==> config.mk <==
export PLATFORM = sky130hd
export DESIGN_NAME = wide_add_sequencer
export DESIGN_NICKNAME = d
export VERILOG_FILES = /design/src/rtl/wide_add_sequencer.sv
export SDC_FILE = /design/constraint.sdc
export NUM_CORES = 1
export LEC_CHECK = 0
export ABC_CLOCK_PERIOD_IN_PS = 11100
export BUFFER_PORTS_ARGS = -buffer_cell sky130_fd_sc_hd__buf_2
export CORE_UTILIZATION = 54
export CTS_BUF_LIST = sky130_fd_sc_hd__clkbuf_16
export CTS_CLUSTER_SIZE = 8
export DETAILED_ROUTE_END_ITERATION = 12
export PLACE_DENSITY = 0.8
export RECOVER_POWER = 100
export SKIP_LAST_GASP = 1
export SYNTH_ARGS = -nofsm -noshare
export SYNTH_HDL_FRONTEND = slang
export SYNTH_HIERARCHICAL = 1
export SYNTH_SLANG_ARGS = --single-unit
==> constraint.sdc <==
create_clock -name clk -period 11.1 [get_ports clk]
set_input_delay 2.22 -clock clk [delete_from_list [all_inputs] [get_ports clk]]
set_output_delay 2.22 -clock clk [all_outputs]
set_load 0.005 [all_outputs]
==> src/rtl/wide_add_sequencer.sv <==
// Multi-cycle WORDS*N-bit adder that reuses one N-bit ripple-carry adder per chunk, LSB chunk first.
// Optional macro SUB_EN adds an in_sub port that turns the operation into A-B.

module RippleCarryAdder #(
   parameter int N = 16
) (
   input  logic [N-1:0] a,
   input  logic [N-1:0] b,
   input  logic         cin,
   output logic [N-1:0] sum,
   output logic         cout
);

   logic [N:0] c;

   assign c[0] = cin;

   for (genvar i = 0; i < N; i++) begin : g_bit
      assign sum[i]   = a[i] ^ b[i] ^ c[i];
      assign c[i + 1] = (a[i] & b[i]) | (c[i] & (a[i] ^ b[i]));
   end

   assign cout = c[N];

endmodule

module wide_add_sequencer #(
   parameter int N     = 16,
   parameter int WORDS = 4
) (
   input  logic               clk,
   input  logic               rst,
   input  logic               in_valid,
   output logic               in_ready,
   input  logic [N*WORDS-1:0] in_a,
   input  logic [N*WORDS-1:0] in_b,
   input  logic               in_cin,
`ifdef SUB_EN
   input  logic               in_sub,
`endif
   output logic               out_valid,
   input  logic               out_ready,
   output logic [N*WORDS-1:0] out_sum,
   output logic               out_cout,
   output logic               busy
);

   localparam int W  = N * WORDS;
   localparam int KW = (WORDS > 1) ? $clog2(WORDS) : 1;
   localparam logic [KW-1:0] KLAST = KW'(WORDS - 1);

   typedef enum logic [1:0] {IDLE, RUN, DONE} state_t;

   state_t        state;
   state_t        state_next;
   logic [W-1:0]  a_reg;
   logic [W-1:0]  b_reg;
   logic          cin_reg;
   logic          carry;
   logic [KW-1:0] k;
   logic [N-1:0]  add_a;
   logic [N-1:0]  add_b;
   logic [N-1:0]  add_s;
   logic          add_cin;
   logic          add_cout;
   logic          last;
`ifdef SUB_EN
   logic          sub_reg;
`endif

   assign last  = (k == KLAST);
   assign add_a = a_reg[k*N +: N];
`ifdef SUB_EN
   assign add_b = b_reg[k*N +: N] ^ {N{sub_reg}};
`else
   assign add_b = b_reg[k*N +: N];
`endif
   // cin_reg already holds the forced 1 for subtraction, so chunk 0 needs no mode check
   assign add_cin = (k == '0) ? cin_reg : carry;

   RippleCarryAdder #(.N(N)) u_adder (
      .a    (add_a),
      .b    (add_b),
      .cin  (add_cin),
      .sum  (add_s),
      .cout (add_cout)
   );

   always_ff @(posedge clk or posedge rst) begin
      if (rst) state <= IDLE;
      else     state <= state_next;
   end

   // in_ready is held low while rst is asserted so nothing looks acceptable during reset
   always_comb begin
      state_next = state;
      in_ready   = 1'b0;
      out_valid  = 1'b0;
      busy       = 1'b0;
      case (state)
         IDLE: begin
            in_ready = !rst;
            if (in_valid) state_next = RUN;
         end
         RUN: begin
            busy = 1'b1;
            if (last) state_next = DONE;
         end
         DONE: begin
            busy      = 1'b1;
            out_valid = 1'b1;
            if (out_ready) state_next = IDLE;
         end
         default: state_next = IDLE;
      endcase
   end

   always_ff @(posedge clk or posedge rst) begin
      if (rst) begin
         a_reg    <= '0;
         b_reg    <= '0;
         cin_reg  <= 1'b0;
         carry    <= 1'b0;
         k        <= '0;
         out_sum  <= '0;
         out_cout <= 1'b0;
`ifdef SUB_EN
         sub_reg  <= 1'b0;
`endif
      end else begin
         case (state)
            IDLE: begin
               if (in_valid) begin
                  a_reg   <= in_a;
                  b_reg   <= in_b;
                  carry   <= 1'b0;
                  k       <= '0;
`ifdef SUB_EN
                  sub_reg <= in_sub;
                  cin_reg <= in_sub ? 1'b1 : in_cin;
`else
                  cin_reg <= in_cin;
`endif
               end
            end
            RUN: begin
               out_sum[k*N +: N] <= add_s;
               carry             <= add_cout;
               if (last) begin
                  out_cout <= add_cout;
                  k        <= '0;
               end else begin
                  k <= k + 1'b1;
               end
            end
            default: ;
         endcase
      end
   end

endmodule

==> results.rst, run 1 <==
.. list-table::
   :header-rows: 1

   * - Metric
     - Value
   * - Status
     - finished, violations left
   * - Violated checks
     - max-capacitance violations, max-slew violations
   * - Share of the yosys chip area belonging to registers
     - 58.0%
   * - Hold Violations, Final
     - 0
   * - Fmax
     - 0.120 GHz
   * - Critical Setup Path Class
     - reg2reg
   * - Detailed-route vias per instance
     - 5.64
   * - Global-route wire length before repair
     - 30,000 µm
   * - Number of remaining DRC errors
     - 0
   * - Yosys synthesis warning count
     - 6
   * - Number of enable-type register cells in the synthesized netlist
     - 0
   * - Largest net degree at the start of global routing
     - 127
   * - Die extent in y
     - 128 µm
   * - Total of buffers placed on input and output ports
     - 200
   * - Crit path max fanout
     - 38
   * - Number of ports placed on the die boundary
     - 201
   * - Number of maximum-capacitance violations
     - 5
   * - Leading cell types by total area after synthesis
     - dfrtp_1 58%, mux2_2 17%, mux4_2 8.4%
   * - Unrepaired setup endpoints after global routing
     - false
   * - Die Span X
     - 128 µm
   * - Total placed cells including tap cells
     - 905
   * - Final period utilization
     - 75.0%
   * - Share of synthesized registers carrying an async set or reset
     - 100%
   * - Clock period minus worst slack
     - 8.33 ns
   * - Worst hold slack
     - 0.501 ns
   * - Number of nets produced by synthesis
     - 678
   * - Setup TNS
     - 0 ns
   * - Total of flip-flops plus latches after synthesis
     - 199
   * - Htree depth
     - 4
   * - Leak pwr
     - 4.80 nW
   * - Number of clock sinks
     - 199
   * - Data arrival at the endpoint of the critical path
     - 8.69 ns
   * - Antenna violations before repair
     - 10
   * - Number of CTS-inserted buffers
     - 17
   * - Fin nets
     - 871
   * - Slew Viols, Final
     - 293
   * - Signed area change from the synthesized netlist to the final layout
     - 19.4%
   * - Die area
     - 0.0164 mm²
   * - Count of routing violations after the opening detailed-route iteration
     - 375
   * - Antenna violation net count after detailed routing
     - 0
   * - Number of rows created at floorplan
     - 45
   * - Type of the worst min-delay path
     - reg2reg
   * - Cell type with the largest total area after synthesis
     - dfrtp_1
   * - Capturing element type of the critical path
     - register
   * - Most used cells in the layout excluding fill and tap cells
     - 197 x dfrtp_1, 172 x buf_2, 133 x mux2_2
   * - Setup slack of the most critical reg-to-reg path
     - 2.77 ns
   * - Worst vdd rail ir drop
     - 173 µV
   * - Clock-pin slew of the registers on the worst-case setup and hold paths
     - 0.07 ns
   * - Slew at the pin closest to its max-slew limit
     - 5.37 ns
   * - Core Footprint
     - 0.0154 mm²
   * - Gp weighted congestion
     - 0.804
   * - Number of distinct library cells after synthesis
     - 24
   * - Clock Tree Root
     - clkbuf_16
   * - Post-synthesis instance total
     - 520
   * - Number of buffers inserted to repair setup after CTS
     - 0
   * - Post-route insts no fill
     - 945
   * - Total placed instance area
     - 0.00974 mm²
   * - Per-cell routed wire length
     - 20.1 µm
   * - Data required time of the critical path
     - 11.46 ns
   * - CTS max path bufs
     - 2
   * - Number of global-route vias before repair
     - 5,607
   * - Total of cells resized after clock tree synthesis
     - 0
   * - Commonest non-fill, non-tap cell in the layout
     - dfrtp_1
   * - Initial cell density of the core
     - 55.9%
   * - Final setup violation count
     - 0
   * - Clk_skew
     - 0.00800 ns
   * - Half-perimeter wire length of the detailed placement result
     - 13,700 µm
   * - Hold buffer count at CTS
     - 0
   * - Kind of launch point of the worst setup path
     - register
   * - Final Instance Area
     - 0.0103 mm²
   * - TritonRoute pass-1 iters
     - 4
   * - Total standard cell area after synthesis
     - 0.00859 mm²
   * - Proportion of netlist area held by the largest area contributor
     - 58.0%
   * - Normalized max-slew margin
     - -260%
   * - GRT Util Overall
     - 24.6%
   * - Average cell area after synthesis
     - 16.5 µm²
   * - Fill cells
     - 1,120
   * - Total Wirelength
     - 19,000 µm
   * - Clock tree from TritonCTS
     - yes
   * - Power density over cell area
     - 320 mW/mm²
   * - Proportion of layout cells with a drive suffix above 1
     - 52.2%
   * - Insertion delay to the later sink of the worst-skew pair
     - 0.43 ns
   * - Main synth FF type
     - dfrtp_1
   * - GR Overflow Total
     - 0
   * - Total number of vias
     - 5,326
power by group:
| group | internal (W) | switching [W] |
|---|---|---|
| Sequential | 0.00103 | 0.000161 |
| Clock | 0.000315 | 0.000280 |
| Combinational | 0.000753 | 0.000747 |
cells in the mapped netlist, types with 2 or more instances:
cell type  instances
buf_6              2
ha_1               9
nand2_1            4
nor2_1             2
clkbuf_1           9
a32o_1             3
inv_1             17
buf_2             16
a22o_1            64
mux4_2            32
dfrtp_1          199
fa_1              16
nor3_4             2
buf_4              3
mux2_2           133
cells by family after synthesis:
| group | Yosys count | share of synthesized area [%] |
|---|---|---|
| AOI/OAI and AO/OA | 69 | 7.04 |
| adders and majority gates | 25 | 5.04 |
| and+or+nand+nor | 14 | 1.44 |
| buffers and inverters | 48 | 2.64 |
| DFF | 199 | 58.0 |
| muxes | 165 | 25.8 |
metal layers:
metal	routed length [µm]	share of wire [%]	vias up	track usage, %
li1	-	-	2332	-
met1	7910	42	2734	32.9
met2	9120	48	231	38.1
met3	1720	9.0	23	8.31
met4	223	1.2	6	8.03
met5	40	0.21	-	0
cell type report:
class | instances | area, µm² | area share, %
sequential | 199 | 4980 | 48.6
tap | 211 | 264 | 2.57
timing repair buffer | 205 | 1000 | 9.76
inverter | 17 | 65.1 | 0.635
clock inverter | 15 | 143 | 1.39
clock buffer | 17 | 425 | 4.15
antenna | 8 | 20.0 | 0.195
multi-input combinational | 273 | 3350 | 32.7
per-stage QoR:
step                      power (W)  setup WS [ns]  util (%)
after detailed placement    0.00267           2.78      63.4
final                       0.00328           2.77      66.7
after global routing        0.00348           2.38      66.6
after CTS                   0.00328           2.74      67.1
after global placement      0.00257           2.90      63.4
after floorplan             0.00222           3.28         -
final timing paths:
kind	startpoint	to	depth (start not counted)
min reg2reg	out_sum[57]$_DFFE_PP0P_	out_sum[57]$_DFFE_PP0P_	1
min	out_sum[57]$_DFFE_PP0P_	out_sum[57]$_DFFE_PP0P_	1
max reg2reg	k[0]$_DFFE_PP0P_	out_sum[31]$_DFFE_PP0P_	23
max	k[0]$_DFFE_PP0P_	out_sum[31]$_DFFE_PP0P_	23
min in group asynchronous	rst	out_sum[62]$_DFFE_PP0P_	2
max in group asynchronous	rst	k[1]$_DFFE_PP0P_	2
worst max-delay path: stages, from the launching register on:
cell and delay [ns]:
dfrtp_2 0.36, buf_4 0.59, mux4_2 0.62, fa_1 0.43, inv_1 0.08, fa_1 0.17
inv_1 0.05, fa_1 0.38, fa_1 0.39, fa_1 0.39, fa_1 0.39, fa_1 0.38
fa_1 0.39, fa_1 0.40, fa_1 0.41, fa_1 0.40, fa_1 0.39, fa_1 0.43
fa_1 0.42, fa_1 0.39, inv_1 0.08, fa_1 0.41, inv_1 0.13, a22o_1 0.14
(Power assumes the default switching activity.)
==> inputs of run 2 (changes only) <==
- ABC_CLOCK_PERIOD_IN_PS: 11100 -> 7000
- CORE_UTILIZATION: 54 -> 49
- PLACE_DENSITY: 0.8 -> 0.77
- clock period: 11.1 -> 7 ns (I/O delays scaled with it)
==> results.rst, run 2 (synthesis gave the netlist of run 1 again) <==
.. list-table::
   :header-rows: 1

   * - Metric
     - Value
   * - Status
     - finished, violations left (unchanged)
   * - Clock period minus worst slack
     - 7.03 ns (was 8.33 ns)
   * - Final period utilization
     - 100% (was 75.0%)
   * - GR Overflow Total
     - 0 (unchanged)
   * - Number of maximum-capacitance violations
     - 5 (unchanged)
   * - Per-cell routed wire length
     - 19.8 µm (was 20.1 µm)
   * - Number of rows created at floorplan
     - 48 (was 45)
   * - Clock Tree Root
     - clkbuf_16 (unchanged)
   * - Hold buffer count at CTS
     - 0 (unchanged)
   * - Insertion delay to the later sink of the worst-skew pair
     - 0.43 ns (about the same)
   * - Setup TNS
     - -0.0938 ns (was 0 ns)
   * - PnR worst setup slack
     - -0.0274 ns (was 2.77 ns)
   * - Number of remaining DRC errors
     - 0 (unchanged)
   * - Fin nets
     - 877 (was 871)
   * - Signed area change from the synthesized netlist to the final layout
     - 20.2% (was 19.4%)
   * - Slew Viols, Final
     - 290 (was 293)
   * - Worst hold slack
     - 0.502 ns (was 0.501 ns)
   * - Clock-pin slew of the registers on the worst-case setup and hold paths
     - 0.07 ns (about the same)
   * - Reg2reg start
     - k[0]$_DFFE_PP0P_ (unchanged)
   * - Kind of launch point of the worst setup path
     - register (unchanged)
   * - Die extent in y
     - 134 µm (was 128 µm)
   * - Unrepaired setup endpoints after global routing
     - true (was false)
   * - Antenna violations before repair
     - 8 (was 10)
   * - Violated checks
     - max-capacitance violations, max-slew violations, negative setup slack (was max-capacitance violations, max-slew violations)
   * - Number of CTS-inserted buffers
     - 17 (unchanged)
   * - Cell depth of the worst min-delay path
     - 1 (unchanged)
   * - Half-perimeter wire length of the detailed placement result
     - 14,100 µm (was 13,700 µm)
   * - Terminating pin of the worst hold path
     - out_sum[41]$_DFFE_PP0P_ (was out_sum[57]$_DFFE_PP0P_)
   * - Type of the worst min-delay path
     - reg2reg (unchanged)
   * - Total placed cells including tap cells
     - 925 (was 905)
   * - Setup slack of the most critical reg-to-reg path
     - -0.03 ns (was 2.77 ns)
   * - Leak pwr
     - 4.82 nW (was 4.80 nW)
   * - Worst reg2reg path depth
     - 22 (was 23)
   * - Gp weighted congestion
     - 0.773 (was 0.804)
   * - Count of routing violations after the opening detailed-route iteration
     - 283 (was 375)
   * - Post-route insts no fill
     - 961 (was 945)
   * - Data required time of the critical path
     - 7.36 ns (was 11.46 ns)
   * - Data arrival at the endpoint of the critical path
     - 7.38 ns (was 8.69 ns)
   * - Global-route wire length before repair
     - 30,100 µm (was 30,000 µm)
   * - Capturing element type of the critical path
     - register (unchanged)
   * - Largest net degree at the start of global routing
     - 124 (was 127)
   * - Slew at the pin closest to its max-slew limit
     - 4.38 ns (was 5.37 ns)
   * - Proportion of layout cells with a drive suffix above 1
     - 55.0% (was 52.2%)
   * - Number of ports placed on the die boundary
     - 201 (unchanged)
   * - Clock tree from TritonCTS
     - yes (unchanged)
   * - Worst r2r dst
     - out_sum[31]$_DFFE_PP0P_ (unchanged)
   * - Number of clock sinks
     - 199 (unchanged)
   * - Final setup violation count
     - 4 (was 0)
   * - Pre-CTS setup slack
     - -0.0208 ns (was 2.78 ns)
   * - Number of global-route vias before repair
     - 5,489 (was 5,607)
   * - Final Instance Area
     - 0.0103 mm² (about the same)
   * - Total of buffers placed on input and output ports
     - 200 (unchanged)
   * - Hold Violations, Final
     - 0 (unchanged)
   * - Clk_skew
     - 0.00863 ns (was 0.00800 ns)
   * - Total Wirelength
     - 19,100 µm (was 19,000 µm)
   * - Normalized max-slew margin
     - -192% (was -260%)
   * - Startpoint of the most critical hold path
     - out_sum[41]$_DFFE_PP0P_ (was out_sum[57]$_DFFE_PP0P_)
   * - TritonRoute pass-1 iters
     - 4 (unchanged)
   * - Die area
     - 0.0181 mm² (was 0.0164 mm²)
   * - Critical Setup Path Class
     - reg2reg (unchanged)
   * - Worst vdd rail ir drop
     - 254 µV (was 173 µV)
   * - Power density over cell area
     - 507 mW/mm² (was 320 mW/mm²)
   * - Total number of vias
     - 5,243 (was 5,326)
   * - Commonest non-fill, non-tap cell in the layout
     - dfrtp_1 (unchanged)
   * - Crit path max fanout
     - 6 (was 38)
   * - Initial cell density of the core
     - 50.0% (was 55.9%)
   * - Most used cells in the layout excluding fill and tap cells
     - 197 x dfrtp_1, 175 x buf_2, 132 x mux2_2 (was 197 x dfrtp_1, 172 x buf_2, 133 x mux2_2)
   * - Antenna violation net count after detailed routing
     - 0 (unchanged)
   * - Fmax
     - 0.142 GHz (was 0.120 GHz)
   * - Htree depth
     - 4 (unchanged)
   * - Detailed-route vias per instance
     - 5.46 (was 5.64)
   * - Die Span X
     - 134 µm (was 128 µm)
   * - CTS max path bufs
     - 2 (unchanged)
   * - GRT Util Overall
     - 22.3% (was 24.6%)
   * - Total placed instance area
     - 0.00986 mm² (was 0.00974 mm²)
   * - Core Footprint
     - 0.0172 mm² (was 0.0154 mm²)
==> run 2: cell count changes in the layout (fill, tap and decap cells not counted), sizes merged <==
cell | previous run | this run
inv | 23 | 20
buf | 177 | 183
diode | 8 | 5
clkinvlp | 2 | 3
clkinv | 6 | 7
==> run 2: worst max path at each step <==
stage                           from                      end  slack (ns)  depth (start not counted)
floorplan           k[0]$_DFFE_PP0P_  out_sum[15]$_DFFE_PP0P_      -0.002                         24
global placement    k[0]$_DFFE_PP0P_  out_sum[63]$_DFFE_PP0P_        0.04                         22
detailed placement  k[0]$_DFFE_PP0P_  out_sum[31]$_DFFE_PP0P_       -0.02                         22
CTS                 k[0]$_DFFE_PP0P_  out_sum[31]$_DFFE_PP0P_       -0.05                         22
global route        k[0]$_DFFE_PP0P_  out_sum[31]$_DFFE_PP0P_       -0.26                         24
finish              k[0]$_DFFE_PP0P_  out_sum[31]$_DFFE_PP0P_       -0.03                         22
==> run 2: area by class of cell <==
class	instances	area [µm²]
flip-flops and latches	199	4980
repair buffers	211	1050
diodes	5	12.5
well taps	225	282
multi-input cells	273	3390
inverters	17	67.6
clock buffers	17	425
clock inverters	14	113
fillers	1381	6860
==> run 2: critical path, stage by stage, from the launching register on <==
cell and delay, ns:
dfrtp_2 0.46, mux4_2 0.56, fa_2 0.41, inv_2 0.06
fa_1 0.17, inv_2 0.05, fa_2 0.34, fa_2 0.36
fa_2 0.34, fa_2 0.34, fa_2 0.34, fa_2 0.35
fa_2 0.35, fa_2 0.35, fa_2 0.35, fa_2 0.35
fa_2 0.37, fa_2 0.37, fa_2 0.35, inv_2 0.06
fa_1 0.41, inv_2 0.09, a22o_1 0.13
==> run 2: stage by stage <==
step,util (%),power [W]
5_1_grt,60.0,0.00559
3_3_place_gp,57.4,0.00424
3_5_place_dp,57.4,0.00437
4_1_cts,60.5,0.00528
2_1_floorplan,-,0.00363
6_report,60.1,0.00523
==> run 2: timing repair <==
action,CTS,global route
buffers inserted,0,0
endpoints found under the setup margin,4,6
gates resized for setup,1,0
==> run 2: per-layer routing <==
metal	part of all wire (%)	wire, µm	vias to the layer above	GRT usage [%]
li1	-	-	2341	-
met1	44	8310	2660	30.6
met2	48	9050	212	34.7
met3	7.5	1430	22	6.20
met4	1.1	216	8	7.05
met5	0.20	38	-	0
==> run 2: power by group <==
| group | switching (W) | internal, W |
|---|---|---|
| registers | 0.000252 | 0.00163 |
| clock network | 0.000417 | 0.000485 |
| logic | 0.00118 | 0.00127 |
| total | 0.00185 | 0.00338 |
==> inputs of run 3 (changes only) <==
- PLACE_DENSITY: 0.77 -> 0.85
==> results.rst, run 3 (synthesis gave the netlist of run 1 again) <==
.. list-table::
   :header-rows: 1

   * - Metric
     - Value
   * - Antenna violation net count after detailed routing
     - 0 (unchanged)
   * - Worst vdd rail ir drop
     - 216 µV (was 254 µV)
   * - Number of rows created at floorplan
     - 48 (unchanged)
   * - Count of routing violations after the opening detailed-route iteration
     - 260 (was 283)
   * - Antenna violations before repair
     - 5 (was 8)
   * - Global-route wire length before repair
     - 30,500 µm (was 30,100 µm)
   * - Violated checks
     - max-capacitance violations, max-slew violations, negative setup slack (unchanged)
   * - Normalized max-slew margin
     - -204% (was -192%)
   * - Clock Tree Root
     - clkbuf_16 (unchanged)
   * - Die area
     - 0.0181 mm² (unchanged)
   * - Fin nets
     - 879 (was 877)
   * - Post-layout total power
     - 0.00530 W (was 0.00523 W)
   * - Clock-pin slew of the registers on the worst-case setup and hold paths
     - 0.07 ns (about the same)
   * - Largest net degree at the start of global routing
     - 128 (was 124)
   * - Net switching power of the design
     - 0.00192 W (was 0.00185 W)
   * - Number of clock sinks
     - 199 (unchanged)
   * - Number of buffer and inverter instances along the worst setup path
     - 5 (was 4)
   * - Fraction of power spent switching nets
     - 36.2% (was 35.3%)
   * - Clock period minus worst slack
     - 7.06 ns (was 7.03 ns)
   * - Fmax
     - 0.142 GHz (about the same)
   * - Proportion of power drawn by flip-flops and latches
     - 35.4% (was 35.9%)
   * - Unrepaired setup endpoints after global routing
     - true (unchanged)
   * - Htree depth
     - 4 (unchanged)
   * - GR Overflow Total
     - 0 (unchanged)
   * - Data required time of the critical path
     - 7.36 ns (about the same)
   * - Critical Setup Path Class
     - reg2reg (unchanged)
   * - Combinational Power Share
     - 47.4% (was 46.8%)
   * - Hold Violations, Final
     - 0 (unchanged)
   * - Total Wirelength
     - 19,400 µm (was 19,100 µm)
   * - Power density over cell area
     - 509 mW/mm² (was 507 mW/mm²)
   * - Cells along the critical path
     - clkinvlp_4 -> ha_4 -> mux2_2 -> fa_2 -> inv_2 -> fa_2 -> inv_1 -> fa_2 -> fa_2 -> fa_2 -> fa_2 -> fa_2 -> fa_2 -> fa_2 -> fa_2 -> fa_2 -> fa_2 -> fa_2 -> fa_2 -> fa_2 -> inv_2 -> fa_1 -> inv_2 -> a22o_1 (was mux4_2 -> fa_2 -> inv_2 -> fa_1 -> inv_2 -> fa_2 -> fa_2 -> fa_2 -> fa_2 -> fa_2 -> fa_2 -> fa_2 -> fa_2 -> fa_2 -> fa_2 -> fa_2 -> fa_2 -> fa_2 -> inv_2 -> fa_1 -> inv_2 -> a22o_1)
   * - Number of global-route vias before repair
     - 5,695 (was 5,489)
   * - Cell type group with the largest total delay on the critical path
     - adder cells (unchanged)
   * - Slew Viols, Final
     - 182 (was 290)
   * - Detailed-route vias per instance
     - 5.56 (was 5.46)
   * - Insertion delay to the later sink of the worst-skew pair
     - 0.43 ns (about the same)
   * - Largest incremental delay on the critical path
     - 0.45 ns (was 0.56 ns)
   * - Number of remaining DRC errors
     - 0 (unchanged)
   * - Most used cells in the layout excluding fill and tap cells
     - 198 x buf_2, 197 x dfrtp_1, 133 x mux2_2 (was 197 x dfrtp_1, 175 x buf_2, 132 x mux2_2)
   * - Proportion of layout cells with a drive suffix above 1
     - 59.1% (was 55.0%)
   * - PnR worst setup slack
     - -0.0560 ns (was -0.0274 ns)
   * - Commonest non-fill, non-tap cell in the layout
     - buf_2 (was dfrtp_1)
   * - Critical-path top delay cell
     - dfrtp_2 (was mux4_2)
   * - GRT Util Overall
     - 22.5% (was 22.3%)
   * - Part of the total power dissipated in the clock network
     - 17.2% (about the same)
   * - Die extent in y
     - 134 µm (unchanged)
   * - Slew at the pin closest to its max-slew limit
     - 4.56 ns (was 4.38 ns)
   * - TritonRoute pass-1 iters
     - 4 (unchanged)
   * - Half-perimeter wire length of the detailed placement result
     - 14,300 µm (was 14,100 µm)
   * - Kind of launch point of the worst setup path
     - register (unchanged)
   * - End-of-flow core utilization
     - 60.6% (was 60.1%)
   * - Pre-CTS setup slack
     - -0.0821 ns (was -0.0208 ns)
   * - Crit path max fanout
     - 4 (was 6)
   * - Die Span X
     - 134 µm (unchanged)
   * - Total number of vias
     - 5,346 (was 5,243)
   * - Leak pwr
     - 4.93 nW (was 4.82 nW)
   * - Total placed instance area
     - 0.00986 mm² (unchanged)
   * - Final setup violation count
     - 4 (unchanged)
   * - Final Instance Area
     - 0.0104 mm² (was 0.0103 mm²)
   * - Library cell appearing most often on the critical path
     - fa_2 (unchanged)
   * - Total of buffers placed on input and output ports
     - 200 (unchanged)
   * - Initial cell density of the core
     - 50.0% (unchanged)
   * - Clock tree from TritonCTS
     - yes (unchanged)
   * - CTS max path bufs
     - 2 (unchanged)
   * - Per-cell routed wire length
     - 20.2 µm (was 19.8 µm)
   * - Core Footprint
     - 0.0172 mm² (unchanged)
   * - Worst hold slack
     - 0.504 ns (was 0.502 ns)
   * - Signed area change from the synthesized netlist to the final layout
     - 21.2% (was 20.2%)
   * - Number of ports placed on the die boundary
     - 201 (unchanged)
   * - Data arrival at the endpoint of the critical path
     - 7.42 ns (was 7.38 ns)
   * - Capturing element type of the critical path
     - register (unchanged)
   * - Type of the worst min-delay path
     - reg2reg (unchanged)
   * - Final period utilization
     - 101% (was 100%)
   * - Clk_skew
     - 0.0100 ns (was 0.00863 ns)
   * - Gp weighted congestion
     - 0.794 (was 0.773)
   * - Status
     - finished, violations left (unchanged)
   * - Number of maximum-capacitance violations
     - 2 (was 5)
   * - Cell-internal power
     - 0.00338 W (about the same)
   * - Number of CTS-inserted buffers
     - 17 (unchanged)
-- run 3: per-layer routing --
| layer | up-vias | wire length (µm) | GRT usage [%] |
|---|---|---|---|
| met1 | 2790 | 8300 | 30.2 |
| met2 | 184 | 9770 | 36.6 |
| met4 | 6 | 131 | 5.93 |
| li1 | 2349 | - | - |
| met5 | - | 43 | 0 |
| met3 | 17 | 1190 | 5.86 |
-- run 3: what timing repair did --
item	4_1_cts	5_1_grt
resized for setup	1	0
setup buffers	2	0
hold buffers	0	0
endpoints found under the setup margin	4	6
-- run 3: cell type report --
type                    instances  area (µm²)
flip-flops and latches        199        4980
diodes                          2        5.00
multi-input cells             273        3430
repair buffers                213        1090
clock buffers                  17         425
clock inverters                15         128
inverters                      17        67.6
fillers                      1346        6770
well taps                     225         282
-- run 3: per-stage QoR --
| step | TNS [ns] | std cells |
|---|---|---|
| after global placement | 0 | 925 |
| after floorplan | -0.00406 | 520 |
| after detailed placement | -0.272 | 925 |
| after CTS | -0.126 | 959 |
| after global routing | -1.08 | 959 |
| final | -0.178 | 961 |
-- run 3: power groups by stage --
| stage | clock network (W) | registers (W) | logic, W |
|---|---|---|---|
| global route | 0.000978 | 0.00193 | 0.00272 |
| CTS | 0.000933 | 0.00188 | 0.00252 |
| global placement | 0 | 0.00185 | 0.00237 |
| detailed placement | 0 | 0.00190 | 0.00250 |
| finish | 0.000910 | 0.00188 | 0.00251 |
| floorplan | 0 | 0.00181 | 0.00182 |
-- run 3: path summary, 6_finish.rpt --
check | startpoint | endpoint | slack (ns) | cells past startpoint
setup / recovery | k[0]$_DFFE_PP0P_ | out_sum[47]$_DFFE_PP0P_ | -0.06 | 24
hold / removal | a_reg[60]$_DFFE_PP0P_ | a_reg[60]$_DFFE_PP0P_ | 0.50 | 1
setup reg to reg | k[0]$_DFFE_PP0P_ | out_sum[47]$_DFFE_PP0P_ | -0.06 | 24
hold reg to reg | a_reg[60]$_DFFE_PP0P_ | a_reg[60]$_DFFE_PP0P_ | 0.50 | 1
max in group asynchronous | rst | k[1]$_DFFE_PP0P_ | 1.53 | 3
min in group asynchronous | rst | a_reg[63]$_DFFE_PP0P_ | 2.71 | 2
